$ cat config.mk
export PLATFORM = sky130hd
export DESIGN_NAME = sram_march_bist
export DESIGN_NICKNAME = d
export VERILOG_FILES = /design/src/rtl/sram_bist_pkg.sv /design/src/rtl/sram_bist_cmp.sv /design/src/rtl/sram_march_bist.sv
export SDC_FILE = /design/constraint.sdc
export NUM_CORES = 1
export LEC_CHECK = 0
export BUFFER_PORTS_ARGS = -buffer_cell sky130_fd_sc_hd__buf_2
export CORE_MARGIN = 3
export CORE_UTILIZATION = 47
export CTS_CLUSTER_DIAMETER = 30
export DETAILED_ROUTE_END_ITERATION = 10
export PLACE_DENSITY_LB_ADDON = 0.15
export REMOVE_ABC_BUFFERS = 1
export SLEW_MARGIN = 20
export SYNTH_ARGS = -nofsm -noshare
export SYNTH_HDL_FRONTEND = slang
export SYNTH_SLANG_ARGS = --single-unit
$ cat constraint.sdc
create_clock -name clk0 -period 3 [get_ports clk0]
set_clock_uncertainty 0.2 [all_clocks]
set_input_delay 0.6 -clock clk0 [delete_from_list [all_inputs] [get_ports clk0]]
set_output_delay 0.6 -clock clk0 [all_outputs]
set_load 0.02 [all_outputs]
$ cat src/rtl/sram_bist_pkg.sv
// Shared March C- definitions: element enum, op encoding and the march table.
package sram_bist_pkg;

    localparam int unsigned NUM_ELEMS = 6;
    localparam int unsigned ELEM_W    = 3;

    typedef enum logic [ELEM_W-1:0] {
        ELEM_M0 = 3'd0,
        ELEM_M1 = 3'd1,
        ELEM_M2 = 3'd2,
        ELEM_M3 = 3'd3,
        ELEM_M4 = 3'd4,
        ELEM_M5 = 3'd5
    } march_elem_e;

    typedef enum logic {
        KIND_READ  = 1'b0,
        KIND_WRITE = 1'b1
    } op_kind_e;

    typedef enum logic {
        DIR_UP   = 1'b0,
        DIR_DOWN = 1'b1
    } march_dir_e;

    // pol=0 selects the background pattern, pol=1 its complement
    typedef struct packed {
        op_kind_e kind;
        logic     pol;
    } march_op_t;

    typedef struct packed {
        march_dir_e dir;
        logic       two_ops;
        march_op_t  op0;
        march_op_t  op1;
    } march_elem_t;

    localparam march_op_t OP_W0 = '{kind: KIND_WRITE, pol: 1'b0};
    localparam march_op_t OP_W1 = '{kind: KIND_WRITE, pol: 1'b1};
    localparam march_op_t OP_R0 = '{kind: KIND_READ,  pol: 1'b0};
    localparam march_op_t OP_R1 = '{kind: KIND_READ,  pol: 1'b1};

    localparam march_elem_e LAST_ELEM = march_elem_e'(ELEM_W'(NUM_ELEMS - 1));

    function automatic march_elem_t march_table(input march_elem_e elem);
        march_elem_t t;
        t = '{DIR_UP, 1'b0, OP_W0, OP_W0};
        case (elem)
            ELEM_M0: t = '{DIR_UP,   1'b0, OP_W0, OP_W0};
            ELEM_M1: t = '{DIR_UP,   1'b1, OP_R0, OP_W1};
            ELEM_M2: t = '{DIR_UP,   1'b1, OP_R1, OP_W0};
            ELEM_M3: t = '{DIR_DOWN, 1'b1, OP_R0, OP_W1};
            ELEM_M4: t = '{DIR_DOWN, 1'b1, OP_R1, OP_W0};
            ELEM_M5: t = '{DIR_DOWN, 1'b0, OP_R0, OP_R0};
            default: t = '{DIR_UP,   1'b0, OP_W0, OP_W0};
        endcase
        return t;
    endfunction

    function automatic march_elem_e next_elem(input march_elem_e elem);
        return march_elem_e'(ELEM_W'(elem) + ELEM_W'(1));
    endfunction

endpackage

$ cat src/rtl/sram_bist_cmp.sv
// Read-compare pipeline: delays expected data to the SRAM read latency,
// compares with dout0 and records the first failure plus a saturating count.
module sram_bist_cmp
    import sram_bist_pkg::*;
#(
    parameter int unsigned DATA_WIDTH   = 32,
    parameter int unsigned ADDR_WIDTH   = 7,
    parameter int unsigned READ_LATENCY = 1
) (
    input  logic                  clk0,
    input  logic                  rst0_n,
    input  logic                  clear_i,
    input  logic                  flush_i,
    input  logic                  rd_vld_i,
    input  logic [ADDR_WIDTH-1:0] rd_addr_i,
    input  logic [DATA_WIDTH-1:0] rd_exp_i,
    input  logic [DATA_WIDTH-1:0] dout0_i,
    output logic                  mismatch_c,
    output logic [7:0]            err_count_o,
    output logic [ADDR_WIDTH-1:0] fail_addr_o,
    output logic [DATA_WIDTH-1:0] fail_data_o
);

    localparam int unsigned LAST  = READ_LATENCY - 1;
    localparam int unsigned CNT_W = 8;

    logic                  vld_q  [READ_LATENCY];
    logic [DATA_WIDTH-1:0] exp_q  [READ_LATENCY];
    logic [ADDR_WIDTH-1:0] addr_q [READ_LATENCY];

    logic [CNT_W-1:0]      err_q, err_d;
    logic [ADDR_WIDTH-1:0] fa_q, fa_d;
    logic [DATA_WIDTH-1:0] fd_q, fd_d;

    // Expected-data delay line; a flush drops reads still in flight
    always_ff @(posedge clk0 or negedge rst0_n) begin
        if (!rst0_n) begin
            for (int i = 0; i < int'(READ_LATENCY); i++) begin
                vld_q[i]  <= 1'b0;
                exp_q[i]  <= '0;
                addr_q[i] <= '0;
            end
        end else begin
            vld_q[0]  <= rd_vld_i && !flush_i;
            exp_q[0]  <= rd_exp_i;
            addr_q[0] <= rd_addr_i;
            for (int i = 1; i < int'(READ_LATENCY); i++) begin
                vld_q[i]  <= vld_q[i-1] && !flush_i;
                exp_q[i]  <= exp_q[i-1];
                addr_q[i] <= addr_q[i-1];
            end
        end
    end

    assign mismatch_c = vld_q[LAST] && (dout0_i != exp_q[LAST]);

    // A zero count doubles as "no failure captured yet"
    always_comb begin
        err_d = err_q;
        fa_d  = fa_q;
        fd_d  = fd_q;
        if (clear_i) begin
            err_d = '0;
            fa_d  = '0;
            fd_d  = '0;
        end else if (mismatch_c) begin
            if (err_q == '0) begin
                fa_d = addr_q[LAST];
                fd_d = dout0_i;
            end
            if (err_q != '1) begin
                err_d = err_q + CNT_W'(1);
            end
        end
    end

    always_ff @(posedge clk0 or negedge rst0_n) begin
        if (!rst0_n) begin
            err_q <= '0;
            fa_q  <= '0;
            fd_q  <= '0;
        end else begin
            err_q <= err_d;
            fa_q  <= fa_d;
            fd_q  <= fd_d;
        end
    end

    assign err_count_o = err_q;
    assign fail_addr_o = fa_q;
    assign fail_data_o = fd_q;

endmodule

$ cat src/rtl/sram_march_bist.sv
// March C- memory BIST controller: sequences 1280 SRAM ops per run and
// reports pass/fail through the read-compare pipeline.
module sram_march_bist
    import sram_bist_pkg::*;
#(
    parameter int unsigned           DATA_WIDTH   = 32,
    parameter int unsigned           ADDR_WIDTH   = 7,
    parameter int unsigned           READ_LATENCY = 1,
    parameter logic [DATA_WIDTH-1:0] BG_PATTERN   = DATA_WIDTH'(32'h5555_5555)
) (
    input  logic                  clk0,
    input  logic                  rst0_n,
    input  logic                  start,
    input  logic                  abort,
    output logic                  busy,
    output logic                  done,
    output logic                  pass,
    output logic [7:0]            err_count,
    output logic [ADDR_WIDTH-1:0] fail_addr,
    output logic [DATA_WIDTH-1:0] fail_data,
    output logic                  csb0,
    output logic                  web0,
    output logic [ADDR_WIDTH-1:0] addr0,
    output logic [DATA_WIDTH-1:0] din0,
    input  logic [DATA_WIDTH-1:0] dout0
);

    localparam logic [1:0] ST_IDLE  = 2'd0;
    localparam logic [1:0] ST_RUN   = 2'd1;
    localparam logic [1:0] ST_DRAIN = 2'd2;
    localparam logic [1:0] ST_DONE  = 2'd3;

    localparam int unsigned          DRAIN_W    = 2;
    localparam logic [DRAIN_W-1:0]   DRAIN_LAST = DRAIN_W'(READ_LATENCY - 1);

    logic [1:0]            state_q, state_d;
    march_elem_e           elem_q, elem_d;
    logic [ADDR_WIDTH-1:0] step_q, step_d;
    logic                  op_q, op_d;
    logic [DRAIN_W-1:0]    drain_q, drain_d;
    logic                  busy_q, busy_d;
    logic                  done_q, done_d;
    logic                  pass_q, pass_d;
    logic                  csb0_q, csb0_d;
    logic                  web0_q, web0_d;
    logic [ADDR_WIDTH-1:0] addr0_q, addr0_d;
    logic [DATA_WIDTH-1:0] din0_q, din0_d;
    logic [DATA_WIDTH-1:0] exp_q, exp_d;

    logic                  issue_c;
    logic                  clear_c;
    logic                  flush_c;
    logic                  mismatch_c;
    march_elem_t           cur_c;
    march_elem_t           nxt_c;
    march_op_t             sel_c;

    always_comb begin
        state_d = state_q;
        elem_d  = elem_q;
        step_d  = step_q;
        op_d    = op_q;
        drain_d = drain_q;
        pass_d  = pass_q;
        done_d  = 1'b0;
        busy_d  = 1'b0;
        issue_c = 1'b0;
        clear_c = 1'b0;
        flush_c = 1'b0;
        csb0_d  = 1'b1;
        web0_d  = 1'b1;
        addr0_d = '0;
        din0_d  = '0;
        exp_d   = '0;
        cur_c   = march_table(elem_q);
        nxt_c   = '0;
        sel_c   = '0;

        case (state_q)
            ST_IDLE: begin
                if (start && !abort) begin
                    state_d = ST_RUN;
                    elem_d  = ELEM_M0;
                    step_d  = '0;
                    op_d    = 1'b0;
                    pass_d  = 1'b0;
                    clear_c = 1'b1;
                    issue_c = 1'b1;
                end
            end
            ST_RUN: begin
                if (abort) begin
                    state_d = ST_IDLE;
                    flush_c = 1'b1;
                end else if (op_q != cur_c.two_ops) begin
                    op_d    = 1'b1;
                    issue_c = 1'b1;
                end else begin
                    op_d = 1'b0;
                    if (step_q != '1) begin
                        step_d  = step_q + ADDR_WIDTH'(1);
                        issue_c = 1'b1;
                    end else if (elem_q != LAST_ELEM) begin
                        step_d  = '0;
                        elem_d  = next_elem(elem_q);
                        issue_c = 1'b1;
                    end else begin
                        state_d = ST_DRAIN;
                        drain_d = '0;
                    end
                end
            end
            ST_DRAIN: begin
                if (abort) begin
                    state_d = ST_IDLE;
                    flush_c = 1'b1;
                end else if (drain_q == DRAIN_LAST) begin
                    // The final read is compared in this cycle, so fold it in
                    state_d = ST_DONE;
                    done_d  = 1'b1;
                    pass_d  = (err_count == '0) && !mismatch_c;
                end else begin
                    drain_d = drain_q + DRAIN_W'(1);
                end
            end
            ST_DONE: begin
                state_d = ST_IDLE;
            end
            default: begin
                state_d = ST_IDLE;
            end
        endcase

        busy_d = (state_d == ST_RUN) || (state_d == ST_DRAIN);

        // Registered SRAM command for the op selected by the next counters
        if (issue_c) begin
            nxt_c   = march_table(elem_d);
            sel_c   = op_d ? nxt_c.op1 : nxt_c.op0;
            csb0_d  = 1'b0;
            web0_d  = (sel_c.kind == KIND_READ);
            addr0_d = (nxt_c.dir == DIR_DOWN) ? ~step_d : step_d;
            exp_d   = sel_c.pol ? ~BG_PATTERN : BG_PATTERN;
            din0_d  = (sel_c.kind == KIND_WRITE) ? exp_d : '0;
        end
    end

    always_ff @(posedge clk0 or negedge rst0_n) begin
        if (!rst0_n) begin
            state_q <= ST_IDLE;
            elem_q  <= ELEM_M0;
            step_q  <= '0;
            op_q    <= 1'b0;
            drain_q <= '0;
            busy_q  <= 1'b0;
            done_q  <= 1'b0;
            pass_q  <= 1'b0;
            csb0_q  <= 1'b1;
            web0_q  <= 1'b1;
            addr0_q <= '0;
            din0_q  <= '0;
            exp_q   <= '0;
        end else begin
            state_q <= state_d;
            elem_q  <= elem_d;
            step_q  <= step_d;
            op_q    <= op_d;
            drain_q <= drain_d;
            busy_q  <= busy_d;
            done_q  <= done_d;
            pass_q  <= pass_d;
            csb0_q  <= csb0_d;
            web0_q  <= web0_d;
            addr0_q <= addr0_d;
            din0_q  <= din0_d;
            exp_q   <= exp_d;
        end
    end

    sram_bist_cmp #(
        .DATA_WIDTH  (DATA_WIDTH),
        .ADDR_WIDTH  (ADDR_WIDTH),
        .READ_LATENCY(READ_LATENCY)
    ) u_cmp (
        .clk0       (clk0),
        .rst0_n     (rst0_n),
        .clear_i    (clear_c),
        .flush_i    (flush_c || clear_c),
        .rd_vld_i   (!csb0_q && web0_q),
        .rd_addr_i  (addr0_q),
        .rd_exp_i   (exp_q),
        .dout0_i    (dout0),
        .mismatch_c (mismatch_c),
        .err_count_o(err_count),
        .fail_addr_o(fail_addr),
        .fail_data_o(fail_data)
    );

    assign busy  = busy_q;
    assign done  = done_q;
    assign pass  = pass_q;
    assign csb0  = csb0_q;
    assign web0  = web0_q;
    assign addr0 = addr0_q;
    assign din0  = din0_q;

endmodule

* Word-level counts from Yosys, hierarchy flattened
Cells that the tools add are included.
** Operators by class
- Bitwise logic cells :: 2
- Muxes and demuxes :: 68
- Reduce and logical (&&, ||, !) cells :: 24
- Add/sub/neg operators :: 4
- Equal/unequal tests :: 28
** Operators by type and width (number)
- $mux W32 :: 7
- $mux W7 :: 10
- $ne A32 B32 Y1 :: 1
- $pmux W6 S5 :: 1
- $mux W2 :: 14
- $pmux W5 S5 :: 1
- $mux W8 :: 3
- $mux W1 :: 19
- $ne A2 B2 Y1 const B :: 8
- $mux W3 :: 5
- $pmux W7 S2 :: 1
- $eq A3 B2 Y1 const B :: 4
- $eq A3 B3 Y1 const B :: 4
- $reduce_bool A2 Y1 :: 5
- $add A8 B1 Y8 const B :: 1
- $logic_not A8 Y1 :: 1
- $ne A8 B8 Y1 const B :: 1
- $pmux W2 S4 :: 1
- $add A7 B1 Y7 const B :: 1
- $ne A7 B7 Y1 const B :: 1
- $not A7 Y7 :: 1
- $reduce_and A7 Y1 :: 1
- $eq A2 B2 Y1 const B :: 3
- $eq A3 B1 Y1 const B :: 2
- 17 further kinds :: 30
** Word-level totals
- Register bits :: 178
- Logic and storage cells :: 145
- Bits of input ports :: 36
- Output and inout bits :: 91

* Longest topological paths before layout
Gate-level depths: netlist of the first run.
- Word-level depth :: 13
- Gate-level depth with buffers :: 12
- Depth with buffers taken out :: 10

* By module
Synthesis of the first run repeated with hierarchy kept, for this count alone.
** Second synthesis, totals
- Cell total of the unflattened synthesis :: 492
- Area, all modules :: 5539.1 um2
** Modules (own cells, without submodules)
- sram_bist_cmp :: area an instance 3437.0 um2, cells each 263, instances 1
- sram_march_bist :: area an instance 2102.0 um2, cells each 229, instances 1

* Least setup slack after synthesis of the first run
Ideal clock, no wire load.
- Path kind :: reg2reg
- Start :: register elem_q[0]
- End :: register addr0_q[3], in the netlist addr0[3]
- Cell stages (with the launch flop) :: 13
- Arrival time :: 2.847 ns
- Period minus slack after synthesis :: 3.178 ns
- Setup slack :: -0.178 ns
- Data required time :: 2.669 ns
- Path through :: dfrtp_1 > ha_1 > ha_1 > or4_1 > o2111a_2 > or2_1 > buf_6 > a41o_1 > or2_0 > buf_6 > mux2i_4 > xnor2_1 > nor2b_4
** Between the ends
- Longest elaborated chain between the ends :: 11
- Elaborated cells on any way between the ends :: 35
- Those cells by class :: add/sub: 1; eq/ne: 12; mux: 21; bitwise: 1
** Ends and longest elaborated chain
- from (decl) :: line sram_march_bist.sv:37 : march_elem_e elem_q, elem_d;
- from (signal assigned) :: line sram_march_bist.sv:165 : elem_q <= elem_d;
- $add A3 B1 Y3, or another cell as far along :: line sram_bist_pkg.sv:62 : return march_elem_e'(ELEM_W'(elem) + ELEM_W'(1));
- $mux W3 or $pmux W5 S5 (tied branches) :: line sram_march_bist.sv:103, sram_bist_pkg.sv:49
- $mux W3 or $ne A1 B1 Y1 (tied branches) :: line sram_march_bist.sv:100, sram_march_bist.sv:95
- $mux W3 (*) :: line sram_march_bist.sv:95 : end else if (op_q != cur_c.two_ops) begin
- $mux W3 (*) :: line sram_march_bist.sv:92 : if (abort) begin
- $pmux W3 S2 (*) :: line sram_march_bist.sv:79 : case (state_q)
- named net elem_d[2] :: line sram_march_bist.sv:37
- $eq A3 B3 Y1, or another cell as far along :: line sram_bist_pkg.sv:49 : case (elem)
- $pmux W6 S5 (*) :: line sram_bist_pkg.sv:49
- $mux W6 (*) :: line sram_march_bist.sv:137 : if (issue_c) begin
- $mux W7 (*) :: line sram_march_bist.sv:142 : addr0_d = (nxt_c.dir == DIR_DOWN) ? ~step_d : step_d;
- $mux W7 (*) :: line sram_march_bist.sv:137
- named net addr0_d[3] :: line sram_march_bist.sv:46 : logic [ADDR_WIDTH-1:0] addr0_q, addr0_d;
- to (signal assigned) :: line sram_march_bist.sv:174 : addr0_q <= addr0_d;
- to (decl) :: line sram_march_bist.sv:46
The timed path passes the listed nets; every way through them passes the cells marked *. The select of a mux whose other input is x is not followed.
A chain may end at the register's enable or synchronous reset.

* Final worst setup path of the first run
- Start :: register elem_q[0]
- End :: register addr0_q[4], in the netlist addr0[4]
** Between the ends
- Longest elaborated chain between the ends :: 11
- Elaborated cells on any way between the ends :: 35
- Those cells by class :: add/sub: 1; eq/ne: 12; mux: 21; bitwise: 1
** Ends and longest elaborated chain (line)
- $add A3 B1 Y3, or another cell as far along :: sram_bist_pkg.sv:62
- $mux W3 or $pmux W5 S5 (tied branches) :: sram_march_bist.sv:103, sram_bist_pkg.sv:49
- $mux W3 or $ne A1 B1 Y1 (tied branches) :: sram_march_bist.sv:100, sram_march_bist.sv:95
- $mux W3 :: sram_march_bist.sv:95
- $mux W3 :: sram_march_bist.sv:92
- $pmux W3 S2 :: sram_march_bist.sv:79
- $eq A3 B3 Y1, or another cell as far along :: sram_bist_pkg.sv:49
- $pmux W6 S5 :: sram_bist_pkg.sv:49
- $mux W6 :: sram_march_bist.sv:137
- $mux W7 :: sram_march_bist.sv:142
- $mux W7 (*) :: sram_march_bist.sv:137
- named net addr0_d[4] :: sram_march_bist.sv:46
Marked as above.

==> impl_results.md, run 1 <==
* Combinational share of power at about half
* # setup viols final at 9
* Worst-margin pin slew at 902.0 ps
* Seq/Total Area, Yosys at roughly half
* Vias after detailed routing at between 3000 and 4000
* GRT Total Usage at 19.49%
* Clk slew on worst S/H paths at 90 ps
* Post-Syn Area at 4477 um2
* PwrDens at ~970 nW/um2
* Sw frac at 42.74%
* Fin. max-slew vios at 0
* Seq cells post-synth at 88
* HP Class: in -> async
* Initial antenna violation count at 0
* DR WL met3 at 694 um
* Synth Warn # at 0
* Clock power share at between 10% and 20%
* Pre-CTS setup slack at -115.2 ps
* Die footprint at around 11000 um2
* EDFF count, synth at 0
* WL final at between 10000 and 15000 um
* Initial Util at approximately half
* CP Launch Type: flip-flop
* Post-synth ARST share at between 90% and 100%
* CTS Buf Count at 9
* Setup Crit Path Kind: reg -> reg
* Tmin final at just over 3000 ps
* RSZ-0062 raised after global routing: yes
* Yosys top cell by area: dfrtp_1
* Internal at just over 3000 uW
* Crit path capture type: flip-flop
* Vias in the first global route at about 3400
* Crit path arrival time at around 3000 ps
* First DRT Iteration DRCs at between 100 and 150
* Synth cell count leaders: dfrtp_1, nor2_1, mux2i_1
* Final ANT Viol Nets at 0
* Largest net degree at the start of global routing at between 70 and 80
* Clock Latency Late Sink at 360 ps
* GR Overflow Total at 0
* Total power at 5314 uW
* Layout cells sized above 1 at a little over a third
* Largest fanout on the critical path at 7
* I/O Buffers at 126
* Core Region at roughly 9000 um2
* I/O pins at between 100 and 150
* Syn-to-layout area delta at 22.55%
* Overall die height at 103.6 um
* Wire length per cell at 15.05 um
* Hpwl dp at approximately 7500 um
* Fin area at approximately 5500 um2
* Row count at 34
* Violated checks: negative setup slack
* Met2 routed WL at 4907 um
* Peak VDD IR at 464.3 uV
* GP Congestion at 0.9203
* Placed inst area at between 5000 and 6000 um2
* Psw at around 2300 uW
* Fmax at around 0.33 GHz
* Slew margin rel. at 39.87%
* Detailed Routing Iterations Pass 1 at 4
* Post-synth top area share at ~48%
* DIE WIDTH at around 100 um
* Clock tree buffer depth at 2
* Library cells used by synthesis at between 50 and 60
* Htree depth at 3
* Status: finished, violations left
* Mean Syn Cell Area at around 10 um2
* Root Buffer Master: clkbuf_8
* Clk sink count at between 80 and 90
* CTS tree: done
* Max_cap viols at 0
* Antenna fix cells at 0
* Critical path required time at 3050 ps
* Drt drc at 0
* Leak at between 0.003 and 0.004 uW
* Top-count cell post-synth: dfrtp_1
* DRT met1 WL at between 4000 and 5000 um
* Highest routed layer: met4
* Number of hold violations in the final report at 0
* Min setup slack post-route at -34.96 ps
* Net count, final at 605
* Top post-synthesis cells by area: dfrtp_1, mux2i_1, nor2_1
* Via density at approximately 5.2
* Top FF cell, synth: dfrtp_1
* Post-Syn Instances at 440
* First-pass GRT wire length at between 15000 and 20000 um
* Fill cell count at 769
* Sequential share of power at about a third
* Final period utilization at 101.2%
worst max-delay path, cell delays in order (launching register included):
cell and delay (ps):
dfrtp_1 440, ha_2 210, ha_4 160, or4_4 470
o2111a_2 170, or2_4 250, a41o_1 240, or2_4 270
mux2i_4 160, buf_12 150, xor2_1 140, nor2_1 70
state kept, by name, summed over array words and instances (netlist names):
register,cells
step_q,7
busy,1
csb0,1
elem_q,3
u_cmp.addr_q,7
exp_q,2
u_cmp.exp_q,2
pass,1
done,1
web0,1
din0,2
u_cmp.fail_data_o,32
drain_q,2
u_cmp.err_count_o,8
u_cmp.vld_q,1
u_cmp.fail_addr_o,7
state_q,2
addr0,7
op_q,1
power groups by stage:
| stage | Sequential [uW] | Clock [uW] | Combinational (uW) |
|---|---|---|---|
| floorplan | 2220 | 0 | 1150 |
| global placement | 1800 | 0 | 2510 |
| detailed placement | 1810 | 0 | 2530 |
| CTS | 1790 | 882 | 2610 |
| global route | 1850 | 930 | 2910 |
| finish | 1790 | 852 | 2670 |
per-layer routing:
| layer | up-vias | global-route usage (%) |
|---|---|---|
| met2 | 119 | 31.07 |
| met4 | 0 | 6.553 |
| met5 | - | 0 |
| li1 | 1723 | - |
| met1 | 1725 | 26.05 |
| met3 | 13 | 5.100 |
repair_timing:
item | CTS | global route
gates resized for setup | 12 | 16
setup buffers | 0 | 0
hold buffers | 0 | 0
pin swaps | 9 | 9
setup endpoints to repair | 12 | 11
cell type report:
cell class                      count  area (um2)  share of cell area, %
Sequential cell                    88        2205                  40.18
Multi-Input combinational cell    288        1987                  36.21
Timing Repair Buffer              154       875.8                  15.96
Tap cell                          126       157.7                  2.873
Clock buffer                        9       123.9                  2.258
Clock inverter                      7       77.57                  1.414
Inverter                           16       60.06                  1.095
stage by stage:
stage / TNS, ps / hold slack [ps] / utilization, % / cells
final: -180.1 / 157.4 / 61.12 / 688
after global routing: -1283 / 173.3 / 61.12 / 688
after floorplan: -18580 / 104.4 / - / 392
after CTS: -48.56 / 163.2 / 60.51 / 688
after global placement: 0 / 133.9 / 57.76 / 672
after detailed placement: -411.7 / 141.8 / 57.76 / 672
kinds of logic (layout without fill, tap and decap cells):
kind of cell / Yosys count / after routing / synth area share, %
mux: 42 / 42 / 9.670
flops: 88 / 88 / 49.25
simple gates: 158 / 158 / 16.94
compound gates: 57 / 57 / 8.581
buf+inv: 64 / 186 / 8.496
xor+xnor: 19 / 19 / 3.717
fa+ha+maj: 12 / 12 / 3.354
path summary, 6_finish.rpt:
path / start / to / slack (ps) / cells after the start
max in group asynchronous: rst0_n / u_cmp.fail_data_o[13]$_DFFE_PN0P_ / 1650 / 2
min in group clk0: exp_q[30]$_DFF_PN0_ / u_cmp.exp_q[10]$_DFF_PN0_ / 160 / 0
setup / recovery: elem_q[0]$_DFF_PN0_ / addr0[4]$_DFF_PN0_ / -30 / 11
hold / removal: rst0_n / step_q[3]$_DFF_PN0_ / 160 / 1
hold reg to reg: exp_q[30]$_DFF_PN0_ / u_cmp.exp_q[10]$_DFF_PN0_ / 160 / 0
setup reg to reg: elem_q[0]$_DFF_PN0_ / addr0[4]$_DFF_PN0_ / -30 / 11
cells in the final DEF, fill, tap and decap left out, drive strengths merged, types with 2 or more instances in the layout:
master / instances
buf: 154
or2b: 2
o21ai: 17
or3: 3
a2111oi: 2
nor3: 16
clkinv: 2
nand4: 10
a22oi: 2
nor3b: 2
or2: 3
nand3: 8
mux2i: 42
o2111ai: 2
dfstp: 2
xnor2: 5
a31oi: 6
o21a: 2
nor2b: 5
dfrtp: 86
ha: 12
and3b: 2
a21oi: 14
and3: 3
xor2: 14
inv: 20
nand2: 26
nor4: 6
nor2: 68
clkbuf: 9
Note: power is estimated with default switching activity, not from simulation.
==> run 2, diff against run 1 <==
--- a/config.mk
+++ b/config.mk
@@ -5,9 +5,10 @@
 export SDC_FILE = /design/constraint.sdc
 export NUM_CORES = 1
 export LEC_CHECK = 0
+export ABC_AREA = 1
 export BUFFER_PORTS_ARGS = -buffer_cell sky130_fd_sc_hd__buf_2
 export CORE_MARGIN = 3
-export CORE_UTILIZATION = 47
+export CORE_UTILIZATION = 53
 export CTS_CLUSTER_DIAMETER = 30
 export DETAILED_ROUTE_END_ITERATION = 10
 export PLACE_DENSITY_LB_ADDON = 0.15
==> constraint.sdc (replaced) <==
create_clock -name clk0 -period 2.8 [get_ports clk0]
set_clock_uncertainty 0.2 [all_clocks]
set_input_delay 0.56 -clock clk0 [delete_from_list [all_inputs] [get_ports clk0]]
set_output_delay 0.56 -clock clk0 [all_outputs]
set_load 0.02 [all_outputs]
==> run 2 against run 1 <==
Net effect:
- the run now ends clean
- total power is 2.3% higher
- sequential share of layout area is 0.53 points lower
- non-clock buffer count is 20 lower
==> impl_results.md, run 2 <==
* Status: complete, no violations
* Vias in the first global route at 3696 (+8.5%)
* Post-Synth Adder-Cell Area at 3.123% (-0.23 points)
* CP Launch Type: flip-flop
* Post-synth top area share at 44.77% (-3.3 points)
* Critical path required time at 2840 ps (-210 ps)
* Top post-synthesis cells by area: dfrtp_1, nand3_1, nand2_1
* Most frequent cells in the layout: buf_2, nand2_1, dfrtp_1
* CTS tree: done
* Max_cap viols at 0 (unchanged)
* Clock Latency Late Sink at 350 ps (about the same)
* WL final at 10980 um (+6.0%)
* PwrDens at 977.4 nW/um2 (+0.91%)
* Number of hold violations in the final report at 0 (unchanged)
* Htree depth at 3 (unchanged)
* Post-synth ARST share at 100.0% (unchanged)
* FF/Latch Area at 2205 um2 (unchanged)
* Worst-margin pin slew at 871.3 ps (-30.68 ps)
* Library cells used by synthesis at 41 (-27%)
* Xor and xnor area share after synthesis at 1.458% (-2.3 points)
* CTS Buf Count at 9 (unchanged)
* GR Overflow Total at 0 (unchanged)
* Post-Syn Area at 4807 um2 (+7.4%)
* Final period utilization at 89.28% (-12 points)
* I/O Buffers at 126 (unchanged)
* Antenna fix cells at 0 (unchanged)
* Setup tns final at 0 ps (+180.1 ps)
* Largest family of logic cells by synthesized area: simple AND/OR/NAND/NOR gates
* First-pass GRT wire length at 17820 um (+3.8%)
* Root Buffer Master: clkbuf_8
* HP Class: reg -> reg
* EDFF count, synth at 0 (unchanged)
* Initial antenna violation count at 0 (unchanged)
* Row count at 34 (unchanged)
* Initial Util at 54.85% (+5.0 points)
* Clock tree buffer depth at 2 (unchanged)
* Seq/Total Area, Yosys at 45.86% (-3.4 points)
* First DRT Iteration DRCs at 231 (+69%)
* Hold slack final at 154.6 ps (-2.765 ps)
* Leak at 0.003069 uW (about the same)
* Overall die height at 101.2 um (-2.3%)
* Fin. max-slew vios at 0 (unchanged)
* Seq cells post-synth at 88 (unchanged)
* Drt drc at 0 (unchanged)
* Via density at 5.426 (+4.3%)
* Pre-CTS setup slack at 236.6 ps (+351.8 ps)
* RSZ-0062 raised after global routing: no
* Hpwl dp at 7925 um (+5.5%)
* Core Region at 8763 um2 (-2.4%)
* Finished Core Util at 63.45% (+2.3 points)
* Tmin final at 2500 ps (-535.2 ps)
* Mux cell area share after synthesis at 0% (-9.7 points)
* Fill cell count at 780 (+1.4%)
* Final ANT Viol Nets at 0 (unchanged)
* Syn-to-layout area delta at 15.67%
* I/O pins at 127 (unchanged)
* Clk sink count at 88 (unchanged)
* GP Congestion at 0.9358 (+1.7%)
* Commonest non-fill, non-tap cell in the layout: buf_2
* Mean Syn Cell Area at 8.538 um2 (-16%)
* Yosys top cell by area: dfrtp_1
* GRT Total Usage at 21.42% (+1.9 points)
* # setup viols final at 0 (-9)
* Min setup slack post-route at 300.2 ps (+335.2 ps)
* Max reg flops at 32 (unchanged)
* Largest net degree at the start of global routing at 95 (+30%)
* Top FF cell, synth: dfrtp_1
* Post-Syn Instances at 563 (+28%)
* Fmax at 0.4000 GHz (+21%)
* Die footprint at 10250 um2 (-4.5%)
* Setup Crit Path Kind: reg -> reg
* Crit path arrival time at 2540 ps (-540 ps)
* Compound-Gate Fraction of Synth Area at 6.559% (-2.0 points)
* Synth cell count leaders: nand2_1, dfrtp_1, nand3_1
* Total power at 5434 uW (+2.3%)
* Slew margin rel. at 41.91% (+2.0 points)
* DIE WIDTH at 101.2 um (-2.3%)
* Top-count cell post-synth: nand2_1
* Vias after detailed routing at 4151 (+16%)
* Wire length per cell at 14.35 um (-4.7%)
* Post-Synth Simple-Gate Area at 30.82% (+14 points)
* Synth Warn # at 0 (unchanged)
* Crit path capture type: flip-flop
* Detailed Routing Iterations Pass 1 at 5 (+1)
* Layout cells sized above 1 at 29.38% (-6.9 points)
* Multi-input gate area at 2033 um2 (+2.3%)
* Peak VDD IR at 428.0 uV (-7.8%)
* Largest fanout on the critical path at 8 (+1)
* Net count, final at 700 (+16%)
* Clk slew on worst S/H paths at 90 ps (about the same)
-- run 2: changes by cell type in the layout (fill, tap and decap cells not counted), moves of 7 or more --
cell / delta
buf_4: -19
inv_1: +39
mux2i_1: -41
nand2_1: +70
nand2_2: +7
nand3_1: +68
nand4_1: +46
nor2_1: -47
-- run 2: cells by family after synthesis --
kind of cell	count (synthesis)
AO/OA/AOI/OAI	48
XOR/XNOR	8
adder cells (fa/ha/maj)	12
buffers and inverters	119
flip-flops	88
AND/OR/NAND/NOR	288
-- run 2: layout make-up --
cell class	count	area share, %
Clock buffer	10	2.475
Multi-Input combinational cell	356	36.57
Timing Repair Buffer	134	12.96
Clock inverter	6	1.620
Inverter	63	4.298
Tap cell	108	2.430
Sequential cell	88	39.65
-- run 2: timing repair --
item / 4_1_cts / 5_1_grt
gates resized for setup: 0 / 1
setup endpoints to repair: 0 / 1
buffers inserted: 0 / 0
hold buffers: 1 / 0
endpoints found under the hold margin: 29 / 0
-- run 2: final timing paths --
check                                    startpoint                           endpoint  slack [ps]  cells after the start
worst max-delay path            elem_q[0]$_DFF_PN0_                 addr0[1]$_DFF_PN0_         300                     14
worst min-delay path            exp_q[29]$_DFF_PN0_           u_cmp.exp_q[9]$_DFF_PN0_         150                      0
worst max register to register  elem_q[0]$_DFF_PN0_                 addr0[1]$_DFF_PN0_         300                     14
worst min register to register  exp_q[29]$_DFF_PN0_           u_cmp.exp_q[9]$_DFF_PN0_         150                      0
max in group asynchronous                    rst0_n                     web0$_DFF_PN1_        1230                      3
min in group asynchronous                    rst0_n  u_cmp.fail_data_o[11]$_DFFE_PN0P_         460                      2
-- run 2: layer usage --
layer  GRT usage, %  vias up  share of wire, %
met1          29.24     1972                44
met5              0        -                 0
li1               -     2054                 -
met4          6.748        0               1.5
met3          3.788       14               5.6
met2          34.86      111                49
-- run 2: stage by stage --
| stage | instance area (um2) | instances |
|---|---|---|
| 2_1_floorplan | 4461 | 507 |
| 3_3_place_gp | 5323 | 748 |
| 3_5_place_dp | 5323 | 748 |
| 4_1_cts | 5560 | 765 |
| 5_1_grt | 5560 | 765 |
| 6_report | 5560 | 765 |
-- run 2: power by group --
part | internal, uW | switching, uW | total [uW]
registers | 1670 | 258 | 1930
logic | 757 | 1740 | 2500
clock network | 532 | 470 | 1000
total | 2960 | 2470 | 5430
-- run 2: critical path: stages (launching register included) --
cell	delay (ps)
dfrtp_1	430
ha_1	220
ha_1	170
a21oi_1	150
nand3_1	140
nand2_4	160
nand3_4	120
o21ai_2	170
nand2_2	100
inv_2	90
nand3_4	130
nand2_4	140
nand2_1	80
nand2_1	70
nor2_1	40
